`src/rtl/wb_arbiter.sv`:
```
// rtl/wb_arbiter.sv - round-robin write-back arbiter with register scoreboard
module wb_arbiter #(
  parameter int NREQ = 3
) (
  input  logic                 clk,
  input  logic                 reset_n,
  input  logic [NREQ-1:0]      req,
  input  logic [5*NREQ-1:0]    req_addr,
  input  logic [32*NREQ-1:0]   req_data,
  output logic [NREQ-1:0]      gnt,
  output logic                 we3,
  output logic [4:0]           addr3,
  output logic [31:0]          write3,
  input  logic                 issue_valid,
  input  logic                 issue_we,
  input  logic [4:0]           issue_rd,
  input  logic [4:0]           issue_rs1,
  input  logic [4:0]           issue_rs2,
  output logic                 hazard,
  output logic [31:0]          busy
);

  logic [1:0]      ptr;
  logic [1:0]      gnt_idx;
  logic [1:0]      cand;
  logic [2:0]      sum;
  logic [NREQ-1:0] gnt_rr;
  logic            any_gnt;
  logic [4:0]      g_addr;
  logic [31:0]     g_data;
  logic            issue_set;
  logic [31:0]     busy_nxt;

  // Search starts at ptr and wraps; the first requester found wins.
  always_comb begin
    gnt_rr  = '0;
    gnt_idx = ptr;
    cand    = ptr;
    sum     = '0;
    for (int k = 0; k < NREQ; k++) begin
      sum  = {1'b0, ptr} + 3'(k);
      cand = (sum >= 3'(NREQ)) ? 2'(sum - 3'(NREQ)) : sum[1:0];
      if (gnt_rr == '0 && req[cand]) begin
        gnt_rr[cand] = 1'b1;
        gnt_idx      = cand;
      end
    end
  end

  assign gnt     = reset_n ? gnt_rr : '0;
  assign any_gnt = |gnt_rr;
  assign g_addr  = req_addr[5*gnt_idx +: 5];
  assign g_data  = req_data[32*gnt_idx +: 32];

  assign hazard = issue_valid &
                  (busy[issue_rs1] | busy[issue_rs2] | (issue_we & busy[issue_rd]));
  assign issue_set = issue_valid & issue_we & ~hazard & (issue_rd != 5'd0);

  // Set is applied after clear so a same-cycle set/clear leaves the bit set.
  always_comb begin
    busy_nxt = busy;
    if (any_gnt)
      busy_nxt[g_addr] = 1'b0;
    if (issue_set)
      busy_nxt[issue_rd] = 1'b1;
    busy_nxt[0] = 1'b0;
  end

  always_ff @(posedge clk or negedge reset_n) begin
    if (!reset_n) begin
      ptr    <= 2'd0;
      busy   <= '0;
      we3    <= 1'b0;
      addr3  <= '0;
      write3 <= '0;
    end else begin
      busy <= busy_nxt;
      we3  <= any_gnt && (g_addr != 5'd0);
      if (any_gnt) begin
        addr3  <= g_addr;
        write3 <= g_data;
        ptr    <= (gnt_idx == 2'(NREQ-1)) ? 2'd0 : gnt_idx + 2'd1;
      end
    end
  end

endmodule
```
`config.mk`:
```
export PLATFORM = sky130hd
export DESIGN_NAME = wb_arbiter
export DESIGN_NICKNAME = d
export VERILOG_FILES = /design/src/rtl/wb_arbiter.sv
export SDC_FILE = /design/constraint.sdc
export NUM_CORES = 1
export LEC_CHECK = 0
export CORE_MARGIN = 1
export CORE_UTILIZATION = 25
export CTS_BUF_LIST = sky130_fd_sc_hd__clkbuf_8
export DETAILED_ROUTE_END_ITERATION = 10
export MAX_ROUTING_LAYER = met4
export PLACE_DENSITY = 0.56
export SYNTH_ARGS = -nofsm -noshare
export SYNTH_HDL_FRONTEND = slang
export SYNTH_SLANG_ARGS = --single-unit
```
`constraint.sdc`:
```
create_clock -name clk -period 9.3 [get_ports clk]
set_clock_uncertainty 0.2 [all_clocks]
set_input_delay 1.86 -clock clk [delete_from_list [all_inputs] [get_ports clk]]
set_output_delay 1.86 -clock clk [all_outputs]
set_load 0.01 [all_outputs]
```
**After elaboration in Yosys (flattened, before gate mapping)**

Index checks and enable logic that the tools add are counted.
W data, S select, Z words.

- Memories: 0
- Output and inout port bits: 74
- Logic and storage cells: 91
- Latch bits: 0
- Memory bits (writable): 0
- Input port bits: 133
- Bits in read-only memories: 0
- Register bits after elaboration: 71

- Divide/modulo/power cells: 0
- Add/sub/neg operators: 6
- Order comparisons: 15
- Equal/unequal tests: 1
- Mux-type cells: 35
- Shift-type cells: 2
- Reductions and logical operators: 13
- Multipliers: 1
- Bitwise operators: 13

Operators by type and width:

| operator | count |
|---|---|
| $shiftx A96 B8 Y32 | 1 |
| $mux W32 | 2 |
| $and A32 B32 Y32 | 1 |
| $not A32 Y32 | 1 |
| $or A32 B32 Y32 | 1 |
| $lt A5 B6 Y1 const B | 4 |
| $bmux W1 S5 | 3 |
| $shiftx A15 B6 Y5 | 1 |
| $mux W2 | 7 |
| $mux W3 | 4 |
| $mux W1 | 11 |
| $demux W1 S5 | 2 |
| $ge A5 B1 Y1 const B | 2 |
| $reduce_bool A5 Y1 | 2 |
| $lt A2 B3 Y1 const B | 3 |
| $logic_and A1 B1 Y1 | 8 |
| $bmux W1 S2 | 3 |
| $demux W1 S2 | 3 |
| $ge A2 B1 Y1 const B | 3 |
| $ge A3 B2 Y1 const B | 2 |
| $logic_not A3 Y1 | 2 |
| $or A3 B3 Y3 | 2 |
| $sub A2 B2 Y2 const B | 3 |
| $and A1 B1 Y1 | 5 |
| other kinds (9) | 10 |

**Logic depth before layout (Yosys ltp)**

Gate-level depths: netlist (run 1).

- Depth in word-level cells: 24
- Mapped depth: 15
- Gate-level depth less buffers: 11

**Worst setup path before layout (run 1)**

No wires, ideal clock.

- Path type: input port to output port
- Start: input port issue_rs1[0]
- End: output port hazard
- Buffers on the path: 1
- Setup slack: 3.502 ns
- Data required time: 7.240 ns
- Arrival: 3.738 ns
- Cell stages on the path: 6
- Cell sequence: clkbuf_1 mux4_2 mux4_2 mux2i_1 nand4_1 and2_1

- Longest elaborated chain between the ends: 5

RTL lines:

| element | line | text |
|---|---|---|
| start: declaration | 17 | `input logic [4:0] issue_rs1,` |
| $bmux W1 S5 | 56 | `(busy[issue_rs1] \| busy[issue_rs2] \| (issue_we & busy[issue_rd]));` |
| $mux W1 (implied by the code) | 56 |  |
| $or A1 B1 Y1 (2 in a row) | 56 |  |
| $and A1 B1 Y1 | 55 | `assign hazard = issue_valid &` |
| end: declaration | 19 | `output logic hazard,` |

No other way between the ends. The select of a mux whose other input is x is not followed.

**Worst setup path in the final report (run 1)**

- Start: input port issue_rd[0]
- End: output port hazard

- Longest elaborated chain between the ends: 5

RTL lines:

| element | line | text |
|---|---|---|
| start: declaration | 16 | `input logic [4:0] issue_rd,` |
| $bmux W1 S5 | 56 |  |
| $mux W1 (implied by the code) | 56 |  |
| $and A1 B1 Y1 | 56 |  |
| $or A1 B1 Y1 | 56 |  |
| $and A1 B1 Y1 | 55 |  |

No other way between the ends. The select of a mux whose other input is x is not followed.

==> impl_results.md, run 1 <==
- Status: finished clean
- Worst r2r path cells: 12
- Largest net degree at the start of global routing: 77
- Worst-path clk slew: 0.07 ns
- CP peak stage delay: about 0.8 ns
- Final period util: 73.41%
- # rows: 52
- Via count: 5549
- Power density cells: around 430 mW/mm2
- Asr flop ratio synth: 100.0%
- Min Tclk post-route: 6.828 ns
- Worst path most repeated cell: clkdlybuf4s50_1
- Fmax: approximately 0.15 GHz
- Worst-Skew Late Latency: 0.36 ns
- Worst-margin pin slew: 0.8490 ns
- WL/cell: 17.72 um
- Final wirelength: 18920 um
- Worst Hold Depth: 2
- Post-route ant nets: 0
- CTS H-tree lvls: 3
- TritonRoute pass-1 iters: 5
- EDFF count, synth: 0
- WP data required: around 7.2 ns
- Vias per inst: 5.196
- TritonCTS clock tree: done
- Synth cell types: 64
- Ports: 207
- Fillers: 2083
- Worst-path cell chain: clkdlybuf4s50_1, mux4_2, nor2b_1, o41ai_1, nand4_1, and2_1, clkdlybuf4s50_1
- Clock buffer depth: 2
- Synth Instances: 613
- Setup Fix Bufs, Post-CTS: 0
- Clock sinks: 71
- Post-Syn Area per Cell: 8.399 um2
- Detailed Place HPWL: 13970 um
- Die width: 145.5 um
- RSZ-0062 raised after global routing: false
- P&R area growth vs syn: 47.56%
- Vert. Die Dim: 145.5 um
- Initial antenna violation count: 0
- Synthesis Warnings: 0
- Worst-path fanout max: 10
- Reg-to-reg critical path endpoint: busy[2]
- Cell family with the largest share of critical-path delay: buffers and inverters
- Final Wtd Congestion: about 0.95
- Remaining routing DRC violations: 0
- Top_reg_cell synth: dfrtp_1
- CP Capture Type: primary output
- Layout cells sized above 1: about 8.8%
- Die ar.: 0.02117 mm2
- Setup TNS: 0 ns
- Worst Hold Class: flop to flop
- CTS Buf Count: 9
- Startpoint Class: input port
- Worst path bufs/invs: 2
- Netlist Area Pre-Place: 0.005149 mm2
- Final hold vios: 0
- Slew Limit Fails: 0
- WP data arrival: between 4 and 5 ns
- Final net count: 930
- Worst R2R Start: ptr[0]
- Root buffer cell: clkbuf_8
- Global-route wire length before repair: 30280 um
- Drt first-iter violations: 390
- Seq/Total Area, Yosys: between 30% and 40%
- Slew headroom: 43.28%
- Global route overflow: 0
- WHS Endpoint: addr3[2]
- Setup slack, reg-to-reg: approximately 4.8 ns
- Initial Util: 25.45%
- Flops & latches, synth: between 70 and 80
- Leakage power: 3.017 nW
- # hold bufs at CTS: 0
- Post-cts resize count: 0
- Pwr Total: about 3.2 mW
- Max-cap violations: 0
- Vias in the first global route: ~5300
- Peak VDD IR: slightly below 0.5 mV
- GR Util All Layers: 18.71%
- Kind of critical path: input port to primary output
- Slowest-stage cell, CP: clkdlybuf4s50_1
- Port bufs: 205
- Net Count, Synth: 750
- # diodes: 0
- Core Region: 0.02023 mm2
- Setup violators final: 0
- Hold path start: addr3[2]
-- cell type report --
class                      instances  area, um2  share of cell area, %
multi-input combinational        479       3093                  40.71
timing repair buffer             211       2095                  27.57
sequential                        71       1777                  23.39
tap                              270      337.8                  4.447
clock buffer                      12      165.2                  2.174
inverter                          21      78.83                  1.038
clock inverter                     4      51.30                 0.6752
-- metal layers --
layer | share of wire (%) | GRT usage (%) | vias up
met2 | 48 | 29.40 | 258
met1 | 44 | 24.45 | 2660
li1 | - | - | 2606
met4 | 1.3 | 4.421 | 0
met3 | 7.2 | 4.169 | 25
met5 | 0 | - | -
-- cell usage in the layout, fill, tap and decap left out, types with 8 or more instances in the layout --
cell             count
a21oi_1            106
clkbuf_8            12
clkdlybuf4s50_1    204
dfrtp_1             71
inv_1               21
mux2i_1              9
mux4_2              25
nand2_1            101
nand2b_1             8
nand3_1             11
nor2_1              53
o21ai_0             36
o221ai_1            14
o31ai_1              8
-- registers in the layout (all words and copies together), names as in the netlist --
signal and flops:
write3 32, busy 31, addr3 5, ptr 2, we3 1
-- stage by stage --
step,hold slack [ns],utilization (%),std cells,area (um2),worst slack [ns]
6_report,0.2799,37.55,1068,7597,2.472
2_1_floorplan,0.3070,-,613,5149,3.502
5_1_grt,0.3105,37.55,1068,7597,2.308
4_1_cts,0.2942,37.55,1068,7597,2.489
3_5_place_dp,0.2753,36.48,1052,7381,2.489
3_3_place_gp,0.2647,36.48,1052,7381,2.549
-- worst max path at each step --
stage / from / to / slack (ns) / depth (start not counted)
floorplan: issue_rs1[0] / hazard / 3.50 / 6
global placement: issue_rd[0] / hazard / 2.55 / 7
detailed placement: issue_rs1[0] / hazard / 2.49 / 7
CTS: issue_rs1[0] / hazard / 2.49 / 7
global route: issue_rd[0] / hazard / 2.31 / 7
finish: issue_rd[0] / hazard / 2.47 / 7
-- worst reg2reg max path, delay by kind of cell (launching register included) --
kind | cells | cell delay, ns
fa+ha+maj | 1 | 0.59
compound gates | 5 | 1.51
simple gates | 4 | 1.14
flops | 1 | 0.45
buf+inv | 2 | 0.56
-- cell families after synthesis --
logic type      Yosys count  synth area share (%)
simple gates            227                 20.87
compound gates          209                 24.28
flops                    71                 34.51
buf+inv                  63                 5.444
mux                      38                 13.85
fa+ha+maj                 4                0.9721
other cells               1               0.07283
-- power breakdown --
group | total (mW) | leakage (nW) | internal [mW] | switching, mW
clock network | 0.269 | 0.109 | 0.146 | 0.122
registers | 0.605 | 0.839 | 0.472 | 0.134
logic | 2.36 | 2.07 | 0.941 | 1.42
-- synthesized netlist by cell type (all sizes together), types with 6 or more instances --
cell | instances | share of area, %
nor2 | 53 | 3.9
nand2 | 101 | 7.4
o21ai | 46 | 4.7
a31oi | 7 | 1.1
clkbuf | 24 | 1.7
a21oi | 106 | 10
and2 | 7 | 0.85
mux4 | 25 | 11
o31ai | 8 | 1.2
buf | 18 | 2.2
nand4 | 7 | 0.85
nand3 | 11 | 1.1
inv | 21 | 1.5
mux2i | 10 | 2.2
o221ai | 14 | 2.4
or3 | 6 | 0.83
nand2b | 8 | 0.97
nor2b | 7 | 0.85
dfrtp | 71 | 35
Note: power is estimated with default switching activity, not from simulation.
==> run 2, diff against run 1 <==
==> constraint.sdc (replaced) <==
create_clock -name clk -period 6.45 [get_ports clk]
set_clock_uncertainty 0.2 [all_clocks]
set_input_delay 1.29 -clock clk [delete_from_list [all_inputs] [get_ports clk]]
set_output_delay 1.29 -clock clk [all_outputs]
set_load 0.01 [all_outputs]
==> run 2 against run 1 <==
  * Worst hold slack improved by 0.0011 ns
  * Largest cell class unchanged
  * Sequential share of layout area hardly changed
  * Highest routed layer unchanged
  * Critical path depth is the same
==> impl_results.md, run 2 (synthesis gave the netlist of run 1 again) <==
- Global-route wire length before repair: 30130 um (-0.53%)
- Detailed Place HPWL: 13960 um (about the same)
- Post-cts resize count: 0 (unchanged)
- Top flop regs: write3 (32), busy (31), addr3 (5)
- Worst path most repeated cell: clkdlybuf4s50_1
- Via count: 5515 (-0.61%)
- Worst-path cell chain: clkdlybuf4s50_1, mux4_2, nor2b_1, o41ai_1, nand4_1, and2_1, clkdlybuf4s50_1
- Setup violators final: 0 (unchanged)
- Most frequent cells in the layout: clkdlybuf4s50_1, a21oi_1, nand2_1
- Initial Util: 25.45% (unchanged)
- Flip-flop and latch area: 0.001777 mm2 (unchanged)
- Setup slack, reg-to-reg: 1.86 ns (-2.90 ns)
- Worst Hold Depth: 2 (unchanged)
- Grt met1 use: 23.74% (-0.72 points)
- Slowest-stage cell, CP: clkdlybuf4s50_1
- Met3 Use GR: 4.953% (+0.78 points)
- Vias per inst: 5.164 (-0.61%)
- Largest net degree at the start of global routing: 69 (-10%)
- Final net count: 930 (unchanged)
- Biggest register: write3
- Die width: 145.5 um (unchanged)
- Status: finished clean
- Leakage power: 3.006 nW (-0.36%)
- Worst r2r path cells: 12 (unchanged)
- Fillers: 2043 (-1.9%)
- Final period util: between 80% and 90%
- Final Wtd Congestion: 0.9440 (-0.22%)
- Placement Cell Area: 0.007381 mm2 (unchanged)
- Fmax: between 0.15 and 0.2 GHz
- Peak VDD IR: 0.3676 mV (-26%)
- CP Capture Type: primary output
- Kind of critical path: input port to primary output
- PnR worst setup slack: 0.7870 ns (-1.685 ns)
- Slew Limit Fails: 0 (unchanged)
- Final wirelength: 18970 um (+0.22%)
- WL/cell: 17.76 um (+0.22%)
- TritonRoute pass-1 iters: 5 (unchanged)
- Worst Setup EP: hazard
- # rows: 52 (unchanged)
- GR peak layer: met2
- Remaining routing DRC violations: 0 (unchanged)
- Global route overflow: 0 (unchanged)
- Ports: 207 (unchanged)
- Worst-path fanout max: 10 (unchanged)
- Die ar.: 0.02117 mm2 (unchanged)
- CP peak stage delay: 0.81 ns (about the same)
- Root buffer cell: clkbuf_8
- P&R area growth vs syn: 47.39%
- Multi-input gate area: 0.003093 mm2 (unchanged)
- Max reg flops: 32 (unchanged)
- Worst Hold Class: flop to flop
- Layout cells sized above 1: 8.657% (-0.11 points)
- CTS Buf Count: 9 (unchanged)
- CTS H-tree lvls: 3 (unchanged)
- Power density cells: 615.8 mW/mm2 (+45%)
- WP data arrival: 4.17 ns (-0.60 ns)
- Worst-Skew Late Latency: 0.36 ns (about the same)
- Worst R2R Start: ptr[0]
- Worst-margin pin slew: 0.8848 ns (+0.03586 ns)
- Worst-path clk slew: 0.07 ns (about the same)
- Post-place setup slack: 0.8147 ns (-1.675 ns)
- Port bufs: 205 (unchanged)
- Setup crit start: issue_rd[0]
- Core Region: 0.02023 mm2 (unchanged)
- RSZ-0062 raised after global routing: false
- Clock buffer depth: 2 (unchanged)
- Max-cap violations: 0 (unchanged)
- TritonCTS clock tree: done
- Vias in the first global route: 5379 (+0.69%)
- Setup TNS: 0 ns (unchanged)
- Slew headroom: 41.01% (-2.3 points)
- Setup Fix Bufs, Post-CTS: 0 (unchanged)
- Startpoint Class: input port
- Core Util, Final: 37.50% (-0.043 points)
- Clock sinks: 71 (unchanged)
- Final hold vios: 0 (unchanged)
- WP data required: 4.96 ns (-2.28 ns)
- Pwr Total: 4.673 mW (+44%)
- Post-route ant nets: 0 (unchanged)
- Min Tclk post-route: about 5.7 ns
- # hold bufs at CTS: 0 (unchanged)
- Vert. Die Dim: 145.5 um (unchanged)
- Drt first-iter violations: 365 (-6.4%)
- Most common cell after layout, fill and taps aside: clkdlybuf4s50_1
- GR Util All Layers: 18.64% (-0.066 points)
- Reg-to-reg critical path endpoint: busy[18]
- Design area: 0.007589 mm2 (-0.12%)
- Initial antenna violation count: 0 (unchanged)
- Met2 Resource Use GR: 29.01% (-0.38 points)
run 2: through the flow:
| stage | hold slack (ns) | std cells |
|---|---|---|
| finish | 0.2811 | 1068 |
| global route | 0.3043 | 1067 |
| CTS | 0.2840 | 1067 |
| detailed placement | 0.2628 | 1052 |
| global placement | 0.2695 | 1052 |
| floorplan | 0.3070 | 613 |
run 2: worst min path at each step:
stage              from  endpoint  slack, ns
3_3_place_gp   addr3[2]  addr3[2]       0.27
5_1_grt        addr3[1]  addr3[1]       0.30
3_5_place_dp   addr3[2]  addr3[2]       0.26
6_report       addr3[2]  addr3[2]       0.28
4_1_cts        addr3[2]  addr3[2]       0.28
2_1_floorplan  addr3[2]  addr3[2]       0.31
run 2: critical path: cells and delay by family:
kind	cells	cell delay, ns
mux	1	0.56
compound gates	1	0.46
buf+inv	2	1.28
simple gates	3	0.58
run 2: cell type report:
type	count	share of cell area (%)
Multi-Input combinational cell	479	40.76
Clock buffer	11	1.995
Sequential cell	71	23.41
Antenna cell	1	0.03298
Timing Repair Buffer	211	27.60
Tap cell	270	4.452
Clock inverter	4	0.7090
Inverter	21	1.039
run 2: routing by layer:
metal	vias to the layer above	routed length, um	part of all wire [%]
met5	-	0	0
met4	0	403	2.1
met3	37	1660	8.8
met2	263	8722	46
met1	2614	8179	43
li1	2601	-	-
run 2: power breakdown:
part	leakage (nW)	internal, mW	total [mW]	switching (mW)
sequential	0.839	0.680	0.879	0.199
combinational	2.07	1.36	3.42	2.06
clock	0.0981	0.199	0.374	0.176
total	3.01	2.23	4.67	2.44
==> patch (flow settings as in run 1) <==
Set the parameter `NREQ` to 2 (it was 3).
--- a/src/rtl/wb_arbiter.sv
+++ b/src/rtl/wb_arbiter.sv
@@ -1,5 +1,5 @@
 // rtl/wb_arbiter.sv - round-robin write-back arbiter with register scoreboard
 module wb_arbiter #(
-  parameter int NREQ = 3
+  parameter int NREQ = 2
 ) (
   input  logic                 clk,
Ports: changed (resized gnt, req, req_addr and req_data); port bits go from 207 to 168. No check against the original RTL was run, so the function may have changed too.
==> patch against run 1 <==
Sequential cell count unchanged; via count down 26%; cell area down 17%; final cell count down 26%; die area down 17%; utilization up 0.20 points; routed wire length down 21%; worst hold slack better by 0.0051 ns; synthesized area down 17%; maximum frequency down 8.3%; critical path depth up 1; synthesized cell count down 31%; worst setup slack worse by 0.62 ns; critical path type unchanged.
Power is not compared: it rests on default switching activity, and its combinational part moved more than twofold at a synthesized area within 25%.
==> patch: results (changes against run 1) <==
Slowest Stage Delay on Critical Path 1.15 ns (was 0.80 ns); CP top delay family buffers and inverters (unchanged); vias in the first global route 4,195 (was 5,342); worst r2r src busy[22] (was ptr[0]); DRT Pass-1 Iters 4 (was 5); Reg2Reg Depth 6 (was 12); GRT Total Usage 17.7% (was 18.7%); nets@finish 661 (was 930); reg2reg setup slack 6.68 ns (was 4.76 ns); syn_nets 517 (was 750); met1 usage 22.2% (was 24.5%); Min-Delay Startpoint write3[15] (was addr3[2]); 1st-iter DRT viols 245 (was 390); status complete, no violations (unchanged); fmax 0.134 GHz (was 0.146 GHz); top post-synthesis cells by count 71 x dfrtp_1, 68 x o21ai_0, 59 x mux2i_1 (was 106 x a21oi_1, 101 x nand2_1, 71 x dfrtp_1); met2 GRT Util 27.1% (was 29.4%); CTS clock-pin slew for the worst setup and hold paths 0.09 ns (was 0.07 ns); DP Worst Slack 1.90 ns (was 2.49 ns); largest net degree at the start of global routing 74 (was 77); met3 usage 4.83% (was 4.17%); Routed WL 14.9 mm (was 18.9 mm); Slew HR 14.9% (was 43.3%); PortBufs 166 (was 205); vias 4,116 (was 5,549); global-route wire length before repair 23.2 mm (was 30.3 mm); Hold Path End write3[15] (was addr3[2]); Critical Path Start issue_rd[1] (was issue_rd[0]); ranking of synthesized cells by area dfrtp_1 42%, mux2i_1 14%, o21ai_0 8.0% (was dfrtp_1 35%, mux4_2 11%, a21oi_1 10%); crit path DAT 5.38 ns (was 4.77 ns); async set-reset flop share out of synthesis 100% (unchanged); HPWL after DPL 11.2 mm (was 14.0 mm); sequential area share after synthesis 41.6% (was 34.5%); Distinct cells, synth 50 (was 64); fraction of layout cells with a size suffix above 1 7.01% (was 8.77%); GPL Wtd Cong 0.882 (was 0.946); Crit Path Max Fanout 32 (was 10)
[patch: cell types whose count changed in the layout (fill, tap and decap cells not counted), moves of 32 or more]
cell	run 1	this run
a21oi_1	106	7
clkdlybuf4s50_1	204	165
mux2i_1	9	59
nand2_1	101	39
nor2_1	53	8
o21ai_0	36	68
[patch: cell families after synthesis]
logic type               count (synthesis)  share of synthesized area [%]
buffers and inverters                   40                           4.98
multiplexers                            71                           19.6
AO/OA/AOI/OAI                          140                           21.3
adder cells (fa/ha/maj)                  1                          0.235
other                                    1                         0.0879
flip-flops                              71                           41.6
AND/OR/NAND/NOR                         98                           12.2
[patch: per-layer routing]
metal  share of wire, %  wire length [um]  up-vias
li1                   -                 -     1892
met1                 43              6380     1925
met2                 45              6730      279
met3                 10              1550       20
met4                1.5               227        0
met5                  0                 0        -
[patch: stage by stage]
| stage | std cells | hold WS (ns) | utilization [%] | cell area [um2] |
|---|---|---|---|---|
| after detailed placement | 775 | 0.274 | 36.3 | 6040 |
| after global placement | 775 | 0.262 | 36.3 | 6040 |
| after global routing | 791 | 0.309 | 37.7 | 6280 |
| after CTS | 791 | 0.291 | 37.7 | 6280 |
| final | 791 | 0.285 | 37.7 | 6280 |
| after floorplan | 422 | 0.316 | - | 4270 |
[patch: layout make-up]
cell class	count	area, um2
multi-input cells	311	2290
flip-flops and latches	71	1780
clock buffers	9	124
well taps	220	275
fillers	1638	10400
repair buffers	167	1670
clock inverters	7	121
inverters	6	22.5
[patch: where the power goes]
group / internal [uW] / switching, uW / total, uW
Combinational: 155 / 135 / 290
Sequential: 345 / 42.7 / 388
Clock: 179 / 121 / 300
Total: 679 / 299 / 978
